**src/rtl/ebi_rx_deframer_if.sv**
```systemverilog
// On-die message hand-off port of the EBI receive deframer: one held message
// presented with valid/ready, its channel id and an LSB-aligned payload.
interface ebi_rx_deframer_if #(
  parameter int unsigned CHANNEL_NUM_WIDTH  = 2,
  parameter int unsigned MAX_MESSAGE_LENGTH = 128
);
  logic                          msg_valid;
  logic                          msg_ready;
  logic [CHANNEL_NUM_WIDTH-1:0]  msg_channel;
  logic [MAX_MESSAGE_LENGTH-1:0] msg_payload;

  modport master (
    output msg_valid,
    output msg_channel,
    output msg_payload,
    input  msg_ready
  );

  modport slave (
    input  msg_valid,
    input  msg_channel,
    input  msg_payload,
    output msg_ready
  );
endinterface

```
**src/rtl/ebi_rx_deframer.sv**
```systemverilog
// Receive end of the off-die EBI serial link. Deframes start/data/parity/end
// beats, checks group parity, answers with a serial SUCCESS/FAIL credit and
// hands accepted messages to a one-entry holding register.
module ebi_rx_deframer #(
  parameter int unsigned OFF_DIE_WD                        = 8,
  parameter int unsigned CHANNEL_NUM                       = 4,
  parameter int unsigned CHANNEL_NUM_WIDTH                 = 2,
  parameter int unsigned MAX_MESSAGE_LENGTH                = 128,
  parameter int unsigned MAX_MESSAGE_WIDTH                 = 8,
  parameter int unsigned CHANNEL_LENGTH_LIST [CHANNEL_NUM] = '{30, 62, 126, 128},
  parameter int unsigned PARITY_LENGTH                     = 4,
  parameter int unsigned CREDIT_WIDTH                      = 2,
  parameter logic [CREDIT_WIDTH-1:0] SUCCESS               = 2'b01
) (
  input  logic                  clk,
  input  logic                  rstn,
  input  logic [OFF_DIE_WD-1:0] bus_in,
  output logic                  credit_out,
  ebi_rx_deframer_if.master     msg,
  output logic [7:0]            err_cnt
);

  localparam logic [CREDIT_WIDTH-1:0] FailCode = CREDIT_WIDTH'(2'b10);
  localparam int unsigned MaxBeats  =
      (CHANNEL_NUM_WIDTH + MAX_MESSAGE_LENGTH + OFF_DIE_WD - 1) / OFF_DIE_WD;
  localparam int unsigned AsmWidth  = MaxBeats * OFF_DIE_WD;
  localparam int unsigned GrpWidth  = $clog2(PARITY_LENGTH + 1);
  localparam int unsigned CbitWidth = $clog2(CREDIT_WIDTH + 1);

  typedef enum logic [2:0] {
    StIdle, StData, StParity, StEnd, StCrStart, StCrBits
  } state_e;

  function automatic logic [MAX_MESSAGE_WIDTH-1:0] beats_for(input int unsigned len);
    return MAX_MESSAGE_WIDTH'((CHANNEL_NUM_WIDTH + len + OFF_DIE_WD - 1) / OFF_DIE_WD);
  endfunction

  state_e                         r_state,   w_state_d;
  logic [AsmWidth-1:0]            r_asm,     w_asm_d;
  logic [OFF_DIE_WD-1:0]          r_xor,     w_xor_d;
  logic [MAX_MESSAGE_WIDTH-1:0]   r_beat,    w_beat_d;
  logic [MAX_MESSAGE_WIDTH-1:0]   r_n,       w_n_d;
  logic [GrpWidth-1:0]            r_grp,     w_grp_d;
  logic                           r_bad,     w_bad_d;
  logic [CREDIT_WIDTH-1:0]        r_code,    w_code_d;
  logic [CbitWidth-1:0]           r_cbit,    w_cbit_d;
  logic                           r_credit,  w_credit_d;
  logic                           r_valid,   w_valid_d;
  logic [CHANNEL_NUM_WIDTH-1:0]   r_hold_ch, w_hold_ch_d;
  logic [MAX_MESSAGE_LENGTH-1:0]  r_hold_pl, w_hold_pl_d;
  logic [7:0]                     r_err,     w_err_d;

  logic [CHANNEL_NUM_WIDTH-1:0]   w_asm_ch;
  logic                           w_bus_ch_ok;
  logic [MAX_MESSAGE_WIDTH-1:0]   w_bus_n;
  logic                           w_asm_ch_ok;
  int unsigned                    w_asm_len;
  logic [MAX_MESSAGE_LENGTH-1:0]  w_len_mask;
  logic [MAX_MESSAGE_WIDTH-1:0]   w_beat_n;
  logic [MAX_MESSAGE_WIDTH-1:0]   w_beat_inc;
  logic [GrpWidth-1:0]            w_grp_inc;
  logic                           w_end_bad;
  logic                           w_accept;

  // The channel id sits in the low bits of beat 0 of the assembly register.
  assign w_asm_ch   = r_asm[CHANNEL_NUM_WIDTH-1:0];
  assign w_beat_inc = r_beat + MAX_MESSAGE_WIDTH'(1);
  assign w_grp_inc  = r_grp + GrpWidth'(1);
  // Beat count is fixed from the bus during beat 0, from the register afterwards.
  assign w_beat_n   = (r_beat == '0) ? w_bus_n : r_n;
  assign w_end_bad  = r_bad | (bus_in != '1);
  assign w_accept   = !w_end_bad && w_asm_ch_ok && (!r_valid || msg.msg_ready);

  // Channel table lookups; unknown ids fall back to entry 0 so the frame is still consumed.
  always_comb begin
    w_bus_ch_ok = 1'b0;
    w_bus_n     = beats_for(CHANNEL_LENGTH_LIST[0]);
    w_asm_ch_ok = 1'b0;
    w_asm_len   = CHANNEL_LENGTH_LIST[0];
    for (int unsigned i = 0; i < CHANNEL_NUM; i++) begin
      if (bus_in[CHANNEL_NUM_WIDTH-1:0] == CHANNEL_NUM_WIDTH'(i)) begin
        w_bus_ch_ok = 1'b1;
        w_bus_n     = beats_for(CHANNEL_LENGTH_LIST[i]);
      end
      if (w_asm_ch == CHANNEL_NUM_WIDTH'(i)) begin
        w_asm_ch_ok = 1'b1;
        w_asm_len   = CHANNEL_LENGTH_LIST[i];
      end
    end
    for (int unsigned b = 0; b < MAX_MESSAGE_LENGTH; b++) begin
      w_len_mask[b] = (b < w_asm_len);
    end
  end

  // Next-state logic for the deframer FSM, credit shifter and holding register.
  always_comb begin
    w_state_d   = r_state;
    w_asm_d     = r_asm;
    w_xor_d     = r_xor;
    w_beat_d    = r_beat;
    w_n_d       = r_n;
    w_grp_d     = r_grp;
    w_bad_d     = r_bad;
    w_code_d    = r_code;
    w_cbit_d    = r_cbit;
    w_credit_d  = r_credit;
    w_valid_d   = r_valid & ~msg.msg_ready;
    w_hold_ch_d = r_hold_ch;
    w_hold_pl_d = r_hold_pl;
    w_err_d     = r_err;

    unique case (r_state)
      StIdle: begin
        if (!bus_in[0]) begin
          w_state_d = StData;
          w_asm_d   = '0;
          w_xor_d   = '0;
          w_beat_d  = '0;
          w_grp_d   = '0;
          w_bad_d   = 1'b0;
        end
      end
      StData: begin
        for (int unsigned b = 0; b < MaxBeats; b++) begin
          if (r_beat == MAX_MESSAGE_WIDTH'(b)) w_asm_d[b*OFF_DIE_WD +: OFF_DIE_WD] = bus_in;
        end
        if (r_beat == '0) begin
          w_n_d = w_bus_n;
          if (!w_bus_ch_ok) w_bad_d = 1'b1;
        end
        w_xor_d  = r_xor ^ bus_in;
        w_beat_d = w_beat_inc;
        w_grp_d  = w_grp_inc;
        if (w_grp_inc == GrpWidth'(PARITY_LENGTH) || w_beat_inc == w_beat_n) begin
          w_state_d = StParity;
        end
      end
      StParity: begin
        if (bus_in != r_xor) w_bad_d = 1'b1;
        w_xor_d   = '0;
        w_grp_d   = '0;
        w_state_d = (r_beat == r_n) ? StEnd : StData;
      end
      StEnd: begin
        w_bad_d    = w_end_bad;
        w_credit_d = 1'b0;
        w_cbit_d   = '0;
        w_state_d  = StCrStart;
        if (w_accept) begin
          w_code_d    = SUCCESS;
          w_valid_d   = 1'b1;
          w_hold_ch_d = w_asm_ch;
          w_hold_pl_d = r_asm[CHANNEL_NUM_WIDTH +: MAX_MESSAGE_LENGTH] & w_len_mask;
        end else begin
          w_code_d = FailCode;
          if (r_err != 8'hFF) w_err_d = r_err + 8'd1;
        end
      end
      StCrStart: begin
        w_credit_d = r_code[0];
        w_code_d   = r_code >> 1;
        w_cbit_d   = CbitWidth'(1);
        w_state_d  = StCrBits;
      end
      StCrBits: begin
        if (r_cbit == CbitWidth'(CREDIT_WIDTH)) begin
          w_credit_d = 1'b1;
          w_state_d  = StIdle;
        end else begin
          w_credit_d = r_code[0];
          w_code_d   = r_code >> 1;
          w_cbit_d   = r_cbit + CbitWidth'(1);
        end
      end
      default: w_state_d = StIdle;
    endcase
  end

  // State and output registers; reset abandons any frame or credit in flight.
  always_ff @(posedge clk or negedge rstn) begin
    if (!rstn) begin
      r_state   <= StIdle;
      r_asm     <= '0;
      r_xor     <= '0;
      r_beat    <= '0;
      r_n       <= '0;
      r_grp     <= '0;
      r_bad     <= 1'b0;
      r_code    <= '0;
      r_cbit    <= '0;
      r_credit  <= 1'b1;
      r_valid   <= 1'b0;
      r_hold_ch <= '0;
      r_hold_pl <= '0;
      r_err     <= '0;
    end else begin
      r_state   <= w_state_d;
      r_asm     <= w_asm_d;
      r_xor     <= w_xor_d;
      r_beat    <= w_beat_d;
      r_n       <= w_n_d;
      r_grp     <= w_grp_d;
      r_bad     <= w_bad_d;
      r_code    <= w_code_d;
      r_cbit    <= w_cbit_d;
      r_credit  <= w_credit_d;
      r_valid   <= w_valid_d;
      r_hold_ch <= w_hold_ch_d;
      r_hold_pl <= w_hold_pl_d;
      r_err     <= w_err_d;
    end
  end

  // Pad bits of the last beat are captured but never read.
  if (AsmWidth > CHANNEL_NUM_WIDTH + MAX_MESSAGE_LENGTH) begin : g_pad
    logic w_unused_pad;
    assign w_unused_pad = ^r_asm[AsmWidth-1:CHANNEL_NUM_WIDTH+MAX_MESSAGE_LENGTH];
  end

  assign credit_out      = r_credit;
  assign err_cnt         = r_err;
  assign msg.msg_valid   = r_valid;
  assign msg.msg_channel = r_hold_ch;
  assign msg.msg_payload = r_hold_pl;

endmodule

```
**src/flat_wrapper.sv**
```systemverilog
// flat-port wrapper written by rule: the top's interface ports become plain ports
module ebi_rx_deframer_flat 
#(
  parameter int unsigned OFF_DIE_WD                        = 8,
  parameter int unsigned CHANNEL_NUM                       = 4,
  parameter int unsigned CHANNEL_NUM_WIDTH                 = 2,
  parameter int unsigned MAX_MESSAGE_LENGTH                = 128,
  parameter int unsigned MAX_MESSAGE_WIDTH                 = 8,
  parameter int unsigned CHANNEL_LENGTH_LIST [CHANNEL_NUM] = '{30, 62, 126, 128},
  parameter int unsigned PARITY_LENGTH                     = 4,
  parameter int unsigned CREDIT_WIDTH                      = 2,
  parameter logic [CREDIT_WIDTH-1:0] SUCCESS               = 2'b01
)
  (clk, rstn, bus_in, credit_out, err_cnt, msg_msg_valid, msg_msg_channel, msg_msg_payload, msg_msg_ready);
  ebi_rx_deframer_if #(.CHANNEL_NUM_WIDTH(CHANNEL_NUM_WIDTH), .MAX_MESSAGE_LENGTH(MAX_MESSAGE_LENGTH)) msg_i ();
  input  logic clk;
  input  logic rstn;
  input  logic [OFF_DIE_WD-1:0] bus_in;
  output logic credit_out;
  output logic [7:0] err_cnt;
  output wire logic [$bits(msg_i.msg_valid)-1:0] msg_msg_valid;
  output wire logic [$bits(msg_i.msg_channel)-1:0] msg_msg_channel;
  output wire logic [$bits(msg_i.msg_payload)-1:0] msg_msg_payload;
  input wire logic [$bits(msg_i.msg_ready)-1:0] msg_msg_ready;
  assign msg_msg_valid = msg_i.msg_valid;
  assign msg_msg_channel = msg_i.msg_channel;
  assign msg_msg_payload = msg_i.msg_payload;
  assign msg_i.msg_ready = msg_msg_ready;
  ebi_rx_deframer #(.OFF_DIE_WD(OFF_DIE_WD), .CHANNEL_NUM(CHANNEL_NUM), .CHANNEL_NUM_WIDTH(CHANNEL_NUM_WIDTH), .MAX_MESSAGE_LENGTH(MAX_MESSAGE_LENGTH), .MAX_MESSAGE_WIDTH(MAX_MESSAGE_WIDTH), .CHANNEL_LENGTH_LIST(CHANNEL_LENGTH_LIST), .PARITY_LENGTH(PARITY_LENGTH), .CREDIT_WIDTH(CREDIT_WIDTH), .SUCCESS(SUCCESS)) u_core (.clk(clk), .rstn(rstn), .bus_in(bus_in), .credit_out(credit_out), .msg(msg_i), .err_cnt(err_cnt));
endmodule
```
**config.mk**
```make
export PLATFORM = sky130hd
export DESIGN_NAME = ebi_rx_deframer_flat
export DESIGN_NICKNAME = d
export VERILOG_FILES = /design/src/rtl/ebi_rx_deframer_if.sv /design/src/rtl/ebi_rx_deframer.sv /design/src/flat_wrapper.sv
export SDC_FILE = /design/constraint.sdc
export NUM_CORES = 1
export LEC_CHECK = 0
export BUFFER_PORTS_ARGS = -buffer_cell sky130_fd_sc_hd__buf_2
export CAP_MARGIN = 0
export CORE_MARGIN = 1.5
export CORE_UTILIZATION = 35
export DETAILED_ROUTE_END_ITERATION = 6
export GPL_TIMING_DRIVEN = 0
export PLACE_DENSITY_LB_ADDON = 0.1
export SLEW_MARGIN = 20
export SYNTH_ARGS = -nofsm -noshare
export SYNTH_HDL_FRONTEND = slang
export SYNTH_SLANG_ARGS = --single-unit
```
**constraint.sdc**
```tcl
create_clock -name clk -period 3.6 [get_ports clk]
set_input_delay 0.36 -clock clk [delete_from_list [all_inputs] [get_ports clk]]
set_output_delay 0.36 -clock clk [all_outputs]
set_load 0.005 [all_outputs]
```
==> results of run 1 <==
critical path, cell delays in order (launching register included):
cell and delay [ns]:
dfrtp_1 0.47, inv_1 0.17, ha_1 0.33, nor3b_2 0.50
a21o_1 0.19, a41oi_1 0.13, or4_1 0.59, or4_1 0.52
nand2_1 0.08
power breakdown:
part           switching [mW]  internal (mW)
clock                    1.39           2.10
sequential              0.429           4.10
combinational            1.91          0.766
total                    3.73           6.97
flip-flops by register name, indices dropped and copies added, names as in the netlist, 3 cells and up:
signal	count
u_core.r_asm	130
u_core.msg.msg_payload	128
u_core.err_cnt	8
u_core.r_beat	8
u_core.r_n	8
u_core.r_xor	8
u_core.r_grp	3
u_core.r_state	3
metal layers:
metal / global-route usage [%] / up-vias / share of wire [%]
li1: - / 4659 / -
met1: 28.7 / 4747 / 46
met4: 4.24 / 4 / 1.6
met2: 34.2 / 185 / 48
met3: 2.80 / 50 / 3.9
met5: 0 / - / 0.051
placed cells by master (no fill, tap or decap), drive strengths merged, types with 2 or more instances in the layout:
cell type / n
mux2i: 2
a31oi: 8
inv: 27
clkinv: 3
o21a: 2
nand3: 30
buf: 165
a22o: 4
nand2: 344
dfrtp: 304
o31ai: 4
nand2b: 8
or3b: 3
a21oi: 16
nor2: 28
a41oi: 2
xnor2: 10
xor2: 16
nor3: 9
bufinv: 2
o21ai: 263
nor3b: 2
a211oi: 2
or2: 3
nand4: 3
a41o: 2
mux2: 34
ha: 8
clkbuf: 128
and2: 5
and3: 4
a22oi: 2
or4: 6
and4: 3
nor4: 6
final cells by class:
type	instances	area share [%]
sequential	305	50.9
multi-input combinational	845	29.3
buffer	86	2.31
timing repair buffer	153	5.65
clock inverter	7	0.692
clock buffer	55	6.81
tap	455	3.79
inverter	25	0.625
cell families (layout without fill, tap and decap cells):
logic type | count (synthesis) | after routing | share of synthesized area (%)
AND/OR/NAND/NOR | 459 | 459 | 15.6
AO/OA/AOI/OAI | 315 | 315 | 13.6
flip-flops | 305 | 305 | 61.3
buffers and inverters | 111 | 326 | 3.53
multiplexers | 36 | 36 | 3.23
XOR/XNOR | 27 | 27 | 2.02
adder cells (fa/ha/maj) | 8 | 8 | 0.803
how the worst max path moves through the flow:
stage | from | endpoint | slack, ns | depth (start not counted)
2_1_floorplan | u_core.r_beat[0]$_DFFE_PN0P_ | u_core.r_state[1]$_DFFE_PN0P_ | 1.11 | 8
5_1_grt | u_core.r_beat[0]$_DFFE_PN0P_ | u_core.r_state[1]$_DFFE_PN0P_ | 0.39 | 8
3_5_place_dp | bus_in[0] | u_core.r_asm[53]$_DFFE_PN0P_ | 0.49 | 7
4_1_cts | u_core.r_beat[0]$_DFFE_PN0P_ | u_core.r_state[1]$_DFFE_PN0P_ | 0.58 | 8
6_report | u_core.r_beat[0]$_DFFE_PN0P_ | u_core.r_state[1]$_DFFE_PN0P_ | 0.54 | 8
3_3_place_gp | rstn | u_core.err_cnt[1]$_DFFE_PN0P_ | -3.94 | 1
through the flow:
step / hold WS [ns] / total power, mW / cells / setup TNS (ns) / utilization, %
floorplan: 0.0644 / 6.16 / 1261 / 0 / -
global placement: 0.459 / 7.21 / 1865 / -1191.45 / 39.6
detailed placement: 0.285 / 7.28 / 1868 / 0 / 39.9
CTS: 0.197 / 10.8 / 1931 / 0 / 43.1
global route: 0.212 / 11.4 / 1931 / 0 / 43.1
finish: 0.215 / 10.7 / 1931 / 0 / 43.1
==> results.sh, run 1 <==
export IMPL_status="finished, final reports clean"
export IMPL_synth_cell_types=57
export IMPL_diodes=0
export IMPL_rr_endpoint="u_core.r_state[1]$_DFFE_PN0P_"
export IMPL_slew_headroom_pct=20.4
export IMPL_via_count=9645
export IMPL_grt_max_degree=97
export IMPL_p_leak_nw=7.18
export IMPL_regArea_um2=7630
export IMPL_critPathRequiredTime_ns=4.04
export IMPL_p_per_area_nw_per_um2=713
export IMPL_htreeDepth=2
export IMPL_ys_seq_area_share_pct=61.3
export IMPL_die_h_um=192
export IMPL_netlist_area_um2=12500
export IMPL_grt_pass1_vias=9470
export IMPL_cp_start_kind="register"
export IMPL_ys_top_cells_by_area="dfrtp_1, o21ai_0, nand2_1, mux2_2, clkbuf_1"
export IMPL_pre_cts_ws_ns=0.495
export IMPL_syn_nets=1280
export IMPL_worst_skew_pair_late_latency_ns=0.52
export IMPL_critPathMaxFanout=9
export IMPL_worstHoldEndpoint="u_core.r_asm[115]$_DFFE_PN0P_"
export IMPL_holdPathStages=3
export IMPL_timing_fmax_mhz=327
export IMPL_cts_made_buffers=36
export IMPL_finalSetupViolCount=0
export IMPL_period_share_pct=85.0
export IMPL_port_buffers=149
export IMPL_crit_arrival_ns=3.50
export IMPL_yosys_warnings=0
export IMPL_ys_ff_latch=305
export IMPL_skew_ns=0.0253
export IMPL_grt_pass1_wl_um=57200
export IMPL_gr_usage_all_layers_pct=20.6
export IMPL_synth_edf_count=0
export IMPL_gp_congestion=0.860
export IMPL_fp_row_count=68
export IMPL_clock_sinks=305
export IMPL_dieArea_um2=36700
export IMPL_cts_root_buf="clkbuf_16"
export IMPL_postCtsSetupRepairBufs=0
export IMPL_synth_largest_area_cell="dfrtp_1"
export IMPL_grt_overflow=0
export IMPL_multi_input_area_um2=4390
export IMPL_design_area_um2=15000
export IMPL_rsz0062_at_grt="false"
export IMPL_initial_core_util_pct=35.8
export IMPL_reg2reg_depth=8
export IMPL_viasPerCell=4.99
export IMPL_synth_most_common_cell="nand2_1"
export IMPL_cts_tree="yes"
export IMPL_antenna_found_initial=2
export IMPL_dr_pass1_iters=5
export IMPL_max_cap_viol_count=0
export IMPL_min_path_type="in2reg"
export IMPL_finalMaxSlewViolations=0
export IMPL_core_area_um2=34800
export IMPL_synth_avg_cell_area_um2=9.88
export IMPL_synth_top_area_share_pct=61.1
export IMPL_worst_pin_slew_ns=1.18
export IMPL_hp_start="bus_in[3]"
export IMPL_cts_hold_buf=1
export IMPL_drt_first_iter_violations=604
export IMPL_drtAntennaViolNets=0
export IMPL_synth_ff_type="dfrtp_1"
export IMPL_place_area_um2=13900
export IMPL_routedWlPerCell_um=19.2
export IMPL_peakVddDrop_mv=0.315
export IMPL_crit_path_end_kind="register"
export IMPL_cts_resized=0
export IMPL_async_flop_share_pct=100
export IMPL_path_clk_slew_ns=0.05
export IMPL_hold_viol_final=0
export IMPL_clockBufferDepth=3
export IMPL_drt_wl_total_um=37000
export IMPL_dp_hpwl_um=26300
export IMPL_die_w_um=192
export IMPL_post_route_cells_drive_above_1_share_pct=17.3
export IMPL_nFillCells=3510
export IMPL_fin_nets=1471
export IMPL_r2r_slack_ns=0.54
export IMPL_layout_min_cycle_time_ns=3.06
export IMPL_drc_errors=0
export IMPL_syn_to_final_growth_pct=20.5
export IMPL_crit_type="reg2reg"
export IMPL_worst_slack_ns=0.539
export IMPL_synth_common_cells="nand2_1, dfrtp_1, o21ai_0, clkbuf_1, mux2_2"
export IMPL_r2r_start="u_core.r_beat[0]$_DFFE_PN0P_"
export IMPL_io_pins=151
export IMPL_syn_inst=1261
No activity file was read; power rests on OpenSTA's default activity.
==> run 2: changes to the inputs <==
Settings changed: ABC_AREA set to 1, CAP_MARGIN 0 to 20.
==> run 2 against run 1 <==
Against the previous run:
- count of clock-buffer cells in the layout is 2 lower
- flip-flop and latch count did not move
- area after synthesis grew 1.4%
- final cell count grew 7.3%
- highest routed layer is now met4
==> results.sh, run 2 <==
export IMPL_status="finished, final reports clean"
export IMPL_critPathSlowestCell="dfrtp_1"
export IMPL_p_leak_nw=7.82
export IMPL_cts_tree="yes"
export IMPL_crit_path_end_kind="register"
export IMPL_syn_inst=1393
export IMPL_design_area_um2=15200
export IMPL_clockBufferDepth=3
export IMPL_port_buffers=149
export IMPL_gp_congestion=0.856
export IMPL_cts_root_buf="clkbuf_16"
export IMPL_netlist_area_um2=12600
export IMPL_final_common_cell="nand2_1"
export IMPL_path_common_cell="nand2_1"
export IMPL_largest_reg_flops=130
export IMPL_gr_usage_all_layers_pct=19.4
export IMPL_grt_pass1_wl_um=55200
export IMPL_p_per_area_nw_per_um2=766
export IMPL_finalSetupViolCount=0
export IMPL_reg2reg_depth=11
export IMPL_critPathRequiredTime_ns=3.98
export IMPL_synth_cell_types=34
export IMPL_crit_arrival_ns=2.66
export IMPL_die_h_um=193
export IMPL_place_area_um2=14000
export IMPL_max_cap_viol_count=0
export IMPL_antenna_found_initial=0
export IMPL_timing_fmax_mhz=439
export IMPL_crit_type="reg2reg"
export IMPL_clock_sinks=305
export IMPL_crit_chain="inv_1 -> ha_1 -> nand2_1 -> nor2_4 -> nand2_1 -> nand3_1 -> nand2_1 -> nor2_1 -> nand2_1 -> o21ai_1 -> o211ai_1"
export IMPL_holdPathStages=4
export IMPL_worst_pin_slew_ns=0.740
export IMPL_initial_core_util_pct=35.5
export IMPL_rsz0062_at_grt="false"
export IMPL_grt_pass1_vias=9768
export IMPL_highest_layer="met4"
export IMPL_cts_made_buffers=35
export IMPL_routedWlPerCell_um=17.0
export IMPL_synth_edf_count=0
export IMPL_layout_min_cycle_time_ns=2.28
export IMPL_drt_wl_total_um=35200
export IMPL_drtAntennaViolNets=0
export IMPL_io_pins=151
export IMPL_diodes=0
export IMPL_htreeDepth=2
export IMPL_syn_nets=1412
export IMPL_viasPerCell=4.70
export IMPL_peakVddDrop_mv=0.305
export IMPL_path_clk_slew_ns=0.06
export IMPL_finalMaxSlewViolations=0
export IMPL_ys_ff_latch=305
export IMPL_fin_nets=1602
export IMPL_hold_viol_final=0
export IMPL_async_flop_share_pct=100
export IMPL_grt_overflow=0
export IMPL_dr_pass1_iters=5
export IMPL_drt_met1_wl_um=16600
export IMPL_synth_largest_area_cell="dfrtp_1"
export IMPL_dr_wl_met2_um=16100
export IMPL_via_count=9730
export IMPL_yosys_warnings=0
export IMPL_slew_headroom_pct=50.7
export IMPL_ys_seq_area_share_pct=60.4
export IMPL_cpPeakStageDelay_ns=0.44
export IMPL_layout_common_cells="nand2_1, dfrtp_1, buf_2, o21ai_0, inv_1"
export IMPL_synth_most_common_cell="nand2_1"
export IMPL_die_w_um=193
export IMPL_syn_to_final_growth_pct=20.5
export IMPL_cp_top_family="simple AND/OR/NAND/NOR gates"
export IMPL_top_register="u_core.r_asm"
export IMPL_skew_ns=0.0101
export IMPL_synth_ff_type="dfrtp_1"
export IMPL_cp_num_buf_inv=1
export IMPL_final_util_pct=42.8
export IMPL_synth_common_cells="nand2_1, dfrtp_1, o21ai_0, inv_1, nor2_1"
export IMPL_drt_first_iter_violations=559
export IMPL_ys_top_cells_by_area="dfrtp_1, nand2_1, o21ai_0, inv_1, nand3_1"
export IMPL_synth_top_area_share_pct=60.2
export IMPL_post_route_cells_drive_above_1_share_pct=18.3
export IMPL_dp_hpwl_um=24200
export IMPL_cp_num_cells=11
export IMPL_core_area_um2=35600
export IMPL_fp_row_count=69
export IMPL_synth_avg_cell_area_um2=9.07
export IMPL_min_path_type="in2reg"
export IMPL_dr_wl_met3_um=1670
export IMPL_worst_skew_pair_late_latency_ns=0.52
export IMPL_cp_start_kind="register"
export IMPL_critPathMaxFanout=10
export IMPL_grt_max_degree=92
export IMPL_dieArea_um2=37200
export IMPL_cts_resized=0
export IMPL_drc_errors=0
export IMPL_period_share_pct=63.3
[run 2: final timing paths]
path / end / slack, ns / from
max in group asynchronous: u_core.credit_out$_DFFE_PN1P_ / 2.00 / rstn
hold reg to reg: u_core.msg.msg_payload[56]$_DFFE_PN0P_ / 0.46 / u_core.msg.msg_payload[56]$_DFFE_PN0P_
setup reg to reg: u_core.r_state[0]$_DFFE_PN0P_ / 1.32 / u_core.r_beat[0]$_DFFE_PN0P_
hold / removal: u_core.r_xor[7]$_DFFE_PN0P_ / 0.21 / bus_in[7]
min in group asynchronous: u_core.msg.msg_payload[112]$_DFFE_PN0P_ / 0.34 / rstn
setup / recovery: u_core.r_state[0]$_DFFE_PN0P_ / 1.32 / u_core.r_beat[0]$_DFFE_PN0P_
[run 2: repair_timing]
action / CTS / global route
hold buffers: 1 / 0
buffers inserted: 0 / 0
setup endpoints to repair: 0 / 0
hold endpoints to repair: 56 / 0
[run 2: cell type report]
| cell class | count | area [um^2] |
|---|---|---|
| Inverter | 159 | 602 |
| Timing Repair Buffer | 153 | 848 |
| Clock inverter | 11 | 105 |
| Fill cell | 3637 | 20300 |
| Buffer | 67 | 404 |
| Tap cell | 461 | 577 |
| Multi-Input combinational cell | 862 | 3990 |
| Clock buffer | 53 | 1060 |
| Sequential cell | 305 | 7630 |
[run 2: cells by family after synthesis]
kind of cell / synth area share [%]
xor+xnor: 1.66
simple gates: 18.4
fa+ha+maj: 0.792
flops: 60.4
compound gates: 10.7
buf+inv: 7.96
[run 2: worst register-to-register path, stage by stage (launching register included)]
cell and delay (ns):
dfrtp_1 0.44, inv_1 0.17, ha_1 0.32, nand2_1 0.17
nor2_4 0.29, nand2_1 0.09, nand3_1 0.09, nand2_1 0.06
nor2_1 0.15, nand2_1 0.08, o21ai_1 0.19, o211ai_1 0.11
[run 2: metal layers]
| metal | vias up | global-route usage (%) |
|---|---|---|
| li1 | 4789 | - |
| met1 | 4719 | 27.4 |
| met2 | 174 | 30.8 |
| met3 | 48 | 3.29 |
| met4 | 0 | 5.21 |
| met5 | - | 0 |
[run 2: metrics by stage]
step	TNS, ns	instances	hold slack [ns]	power, mW	setup slack, ns
floorplan	0	1393	0.0644	6.98	1.82
finish	0	2071	0.212	11.7	1.32
global placement	-1197.45	2003	0.451	8.12	-3.97
detailed placement	0	2006	0.309	8.17	1.23
global route	0	2071	0.220	12.5	1.12
CTS	0	2071	0.193	11.8	1.28
[run 2: power by group]
| group | leakage, nW | internal, mW | switching, mW |
|---|---|---|---|
| Clock | 0.578 | 2.13 | 1.44 |
| Sequential | 4.11 | 4.24 | 0.400 |
| Combinational | 3.13 | 1.01 | 2.45 |
| Total | 7.82 | 7.38 | 4.28 |
==> run 3: changes to the inputs <==
Settings changed: ABC_AREA 1 to 0.
Clock period 3.6 ns to 2.3 ns, I/O delays scaled along.
==> run 3 against run 2 <==
Against the previous run:
- the run now ends with negative setup slack left
- clock power is 48% higher
- die area is 1.3% lower
- total power is 51% higher
- sequential share of layout area is 1.7 points lower
- combinational power is 51% higher
- design area is 3.6% higher
- clock skew is 0.010 ns higher
- final cell count is 5.7% lower
- via count is 0.48% higher
- worst hold slack worse by 0.14 ns
- critical path depth is 2 lower
- largest cell class unchanged
- highest routed layer unchanged
==> results.sh, run 3 (synthesized netlist as in run 1, its figures left out) <==
export IMPL_worst_skew_pair_late_latency_ns=0.52
export IMPL_gr_usage_all_layers_pct=20.7
export IMPL_cts_root_buf="clkbuf_16"
export IMPL_placed_cells=1868
export IMPL_finalSetupViolCount=1
export IMPL_p_leak_nw=7.51
export IMPL_peakVddDrop_mv=0.521
export IMPL_die_w_um=192
export IMPL_p_total_mw=17.6
export IMPL_worst_pin_slew_ns=0.746
export IMPL_grt_pass1_vias=9506
export IMPL_skew_ns=0.0204
export IMPL_diodes=0
export IMPL_rr_endpoint="u_core.r_state[1]$_DFFE_PN0P_"
export IMPL_p_per_area_nw_per_um2=1120
export IMPL_cp_num_buf_inv=3
export IMPL_finalMaxSlewViolations=0
export IMPL_final_common_cell="nand2_1"
export IMPL_crit_type="reg2reg"
export IMPL_drtAntennaViolNets=0
export IMPL_power_switching_mw=6.21
export IMPL_timing_hold_ws_ns=0.0719
export IMPL_p_clk_share_pct=30.0
export IMPL_cp_start_kind="register"
export IMPL_finalSetupTns_ns=-0.00943
export IMPL_place_area_um2=13900
export IMPL_syn_to_final_growth_pct=26.5
export IMPL_pre_cts_ws_ns=-0.612
export IMPL_design_area_um2=15800
export IMPL_critPathSlowestCell="or4_4"
export IMPL_htreeDepth=2
export IMPL_cts_tree="yes"
export IMPL_timing_fmax_mhz=433
export IMPL_critPathMaxFanout=6
export IMPL_swShare_pct=35.2
export IMPL_slew_headroom_pct=50.1
export IMPL_via_count=9777
export IMPL_grt_max_degree=93
export IMPL_min_path_type="in2reg"
export IMPL_hold_viol_final=0
export IMPL_violations="negative setup slack"
export IMPL_period_share_pct=100
export IMPL_worstHoldEndpoint="u_core.r_asm[115]$_DFFE_PN0P_"
export IMPL_r2r_slack_ns=-0.009
export IMPL_crit_path_end_kind="register"
export IMPL_layout_common_cells="nand2_1, dfrtp_1, o21ai_0, buf_2, clkbuf_16"
export IMPL_reg2reg_depth=9
export IMPL_dr_wl_met2_um=17900
export IMPL_routedWlPerCell_um=19.1
export IMPL_die_h_um=192
export IMPL_crit_arrival_ns=2.75
export IMPL_path_clk_slew_ns=0.06
export IMPL_fp_row_count=68
export IMPL_comb_power_share_pct=29.6
export IMPL_worst_slack_ns=-0.00943
export IMPL_dieArea_um2=36700
export IMPL_crit_start="u_core.r_beat[4]$_DFFE_PN0P_"
export IMPL_clock_sinks=305
export IMPL_io_pins=151
export IMPL_viasPerCell=5.01
export IMPL_grt_overflow=0
export IMPL_initial_core_util_pct=35.8
export IMPL_antenna_found_initial=0
export IMPL_drc_errors=0
export IMPL_cp_top_family="simple AND/OR/NAND/NOR gates"
export IMPL_r2r_start="u_core.r_beat[4]$_DFFE_PN0P_"
export IMPL_status="finished, violations left"
export IMPL_dr_wl_met3_um=1460
export IMPL_port_buffers=149
export IMPL_dp_hpwl_um=26100
export IMPL_crit_chain="buf_6 -> or4_4 -> buf_8 -> buf_4 -> o21ai_2 -> xor3_1 -> nand3b_1 -> or4_1 -> nand2_1"
export IMPL_p_seq_share_pct=40.4
export IMPL_grt_pass1_wl_um=57600
export IMPL_p_int_mw=11.4
export IMPL_dr_pass1_iters=5
export IMPL_rsz0062_at_grt="true"
export IMPL_highest_layer="met4"
export IMPL_final_cells=1952
export IMPL_holdPathStages=3
export IMPL_top_register="u_core.r_asm"
export IMPL_clockBufferDepth=3
export IMPL_layout_min_cycle_time_ns=2.31
export IMPL_fin_nets=1493
export IMPL_post_route_cells_drive_above_1_share_pct=25.1
export IMPL_largest_reg_flops=130
export IMPL_critPathRequiredTime_ns=2.74
export IMPL_max_cap_viol_count=0
export IMPL_cpPeakStageDelay_ns=0.51
export IMPL_drt_wl_total_um=37400
export IMPL_hp_start="bus_in[3]"
export IMPL_core_area_um2=34800
export IMPL_drt_met1_wl_um=17300
export IMPL_gp_congestion=0.828
export IMPL_nFillCells=3437
export IMPL_final_util_pct=45.3
export IMPL_drt_first_iter_violations=599
export IMPL_cts_made_buffers=35
[run 3: cell count changes in the layout (fill, tap and decap cells not counted), sizes merged, moves of 18 or more]
cell    previous run  this run
a21oi             34        16
clkbuf            61       105
inv              161        26
mux2               0        34
nand2            395       344
nand3             69        30
nor2              87        28
o21ai            220       263
[run 3: worst reg2reg max path: stages (launching register included)]
cell      delay (ns)
dfrtp_1         0.37
buf_6           0.12
or4_4           0.51
buf_8           0.16
buf_4           0.13
o21ai_2         0.12
xor3_1          0.16
nand3b_1        0.11
or4_1           0.49
nand2_1         0.07
[run 3: layer usage]
| metal | GRT usage [%] | up-vias |
|---|---|---|
| li1 | - | 4683 |
| met1 | 29.2 | 4831 |
| met2 | 33.5 | 216 |
| met3 | 2.65 | 47 |
| met4 | 5.77 | 0 |
| met5 | 0 | - |
[run 3: power groups by stage]
stage	sequential, mW	combinational [mW]	clock, mW
after floorplan	6.99	2.73	0
after global placement	7.18	4.21	0
after detailed placement	7.20	4.27	0
after CTS	7.12	4.85	5.42
after global routing	7.26	5.81	5.65
final	7.12	5.22	5.29
[run 3: final cells by class]
| type | instances | area [um^2] | share of cell area [%] |
|---|---|---|---|
| multi-input cells | 845 | 4730 | 30.0 |
| repair buffers | 187 | 1160 | 7.36 |
| clock inverters | 9 | 60.1 | 0.381 |
| inverters | 25 | 96.3 | 0.611 |
| flip-flops and latches | 305 | 7640 | 48.5 |
| plain buffers | 75 | 480 | 3.05 |
| clock buffers | 51 | 1030 | 6.51 |
| well taps | 455 | 569 | 3.61 |
[run 3: worst max-delay path by stage]
stage,depth (start not counted),end,slack (ns)
2_1_floorplan,8,u_core.r_state[1]$_DFFE_PN0P_,0.02
3_3_place_gp,1,u_core.r_beat[0]$_DFFE_PN0P_,-5.74
3_5_place_dp,8,u_core.r_asm[79]$_DFFE_PN0P_,-0.61
4_1_cts,8,u_core.r_asm[77]$_DFFE_PN0P_,-0.001
5_1_grt,7,u_core.r_state[1]$_DFFE_PN0P_,-0.09
6_report,9,u_core.r_state[1]$_DFFE_PN0P_,-0.009
[run 3: what timing repair did]
action,CTS,global route
cloned,0,4
hold buffers,1,0
pin swaps,7,11
setup buffers,18,12
endpoints found under the hold margin,71,0
resized for setup,97,76
setup endpoints to repair,282,251
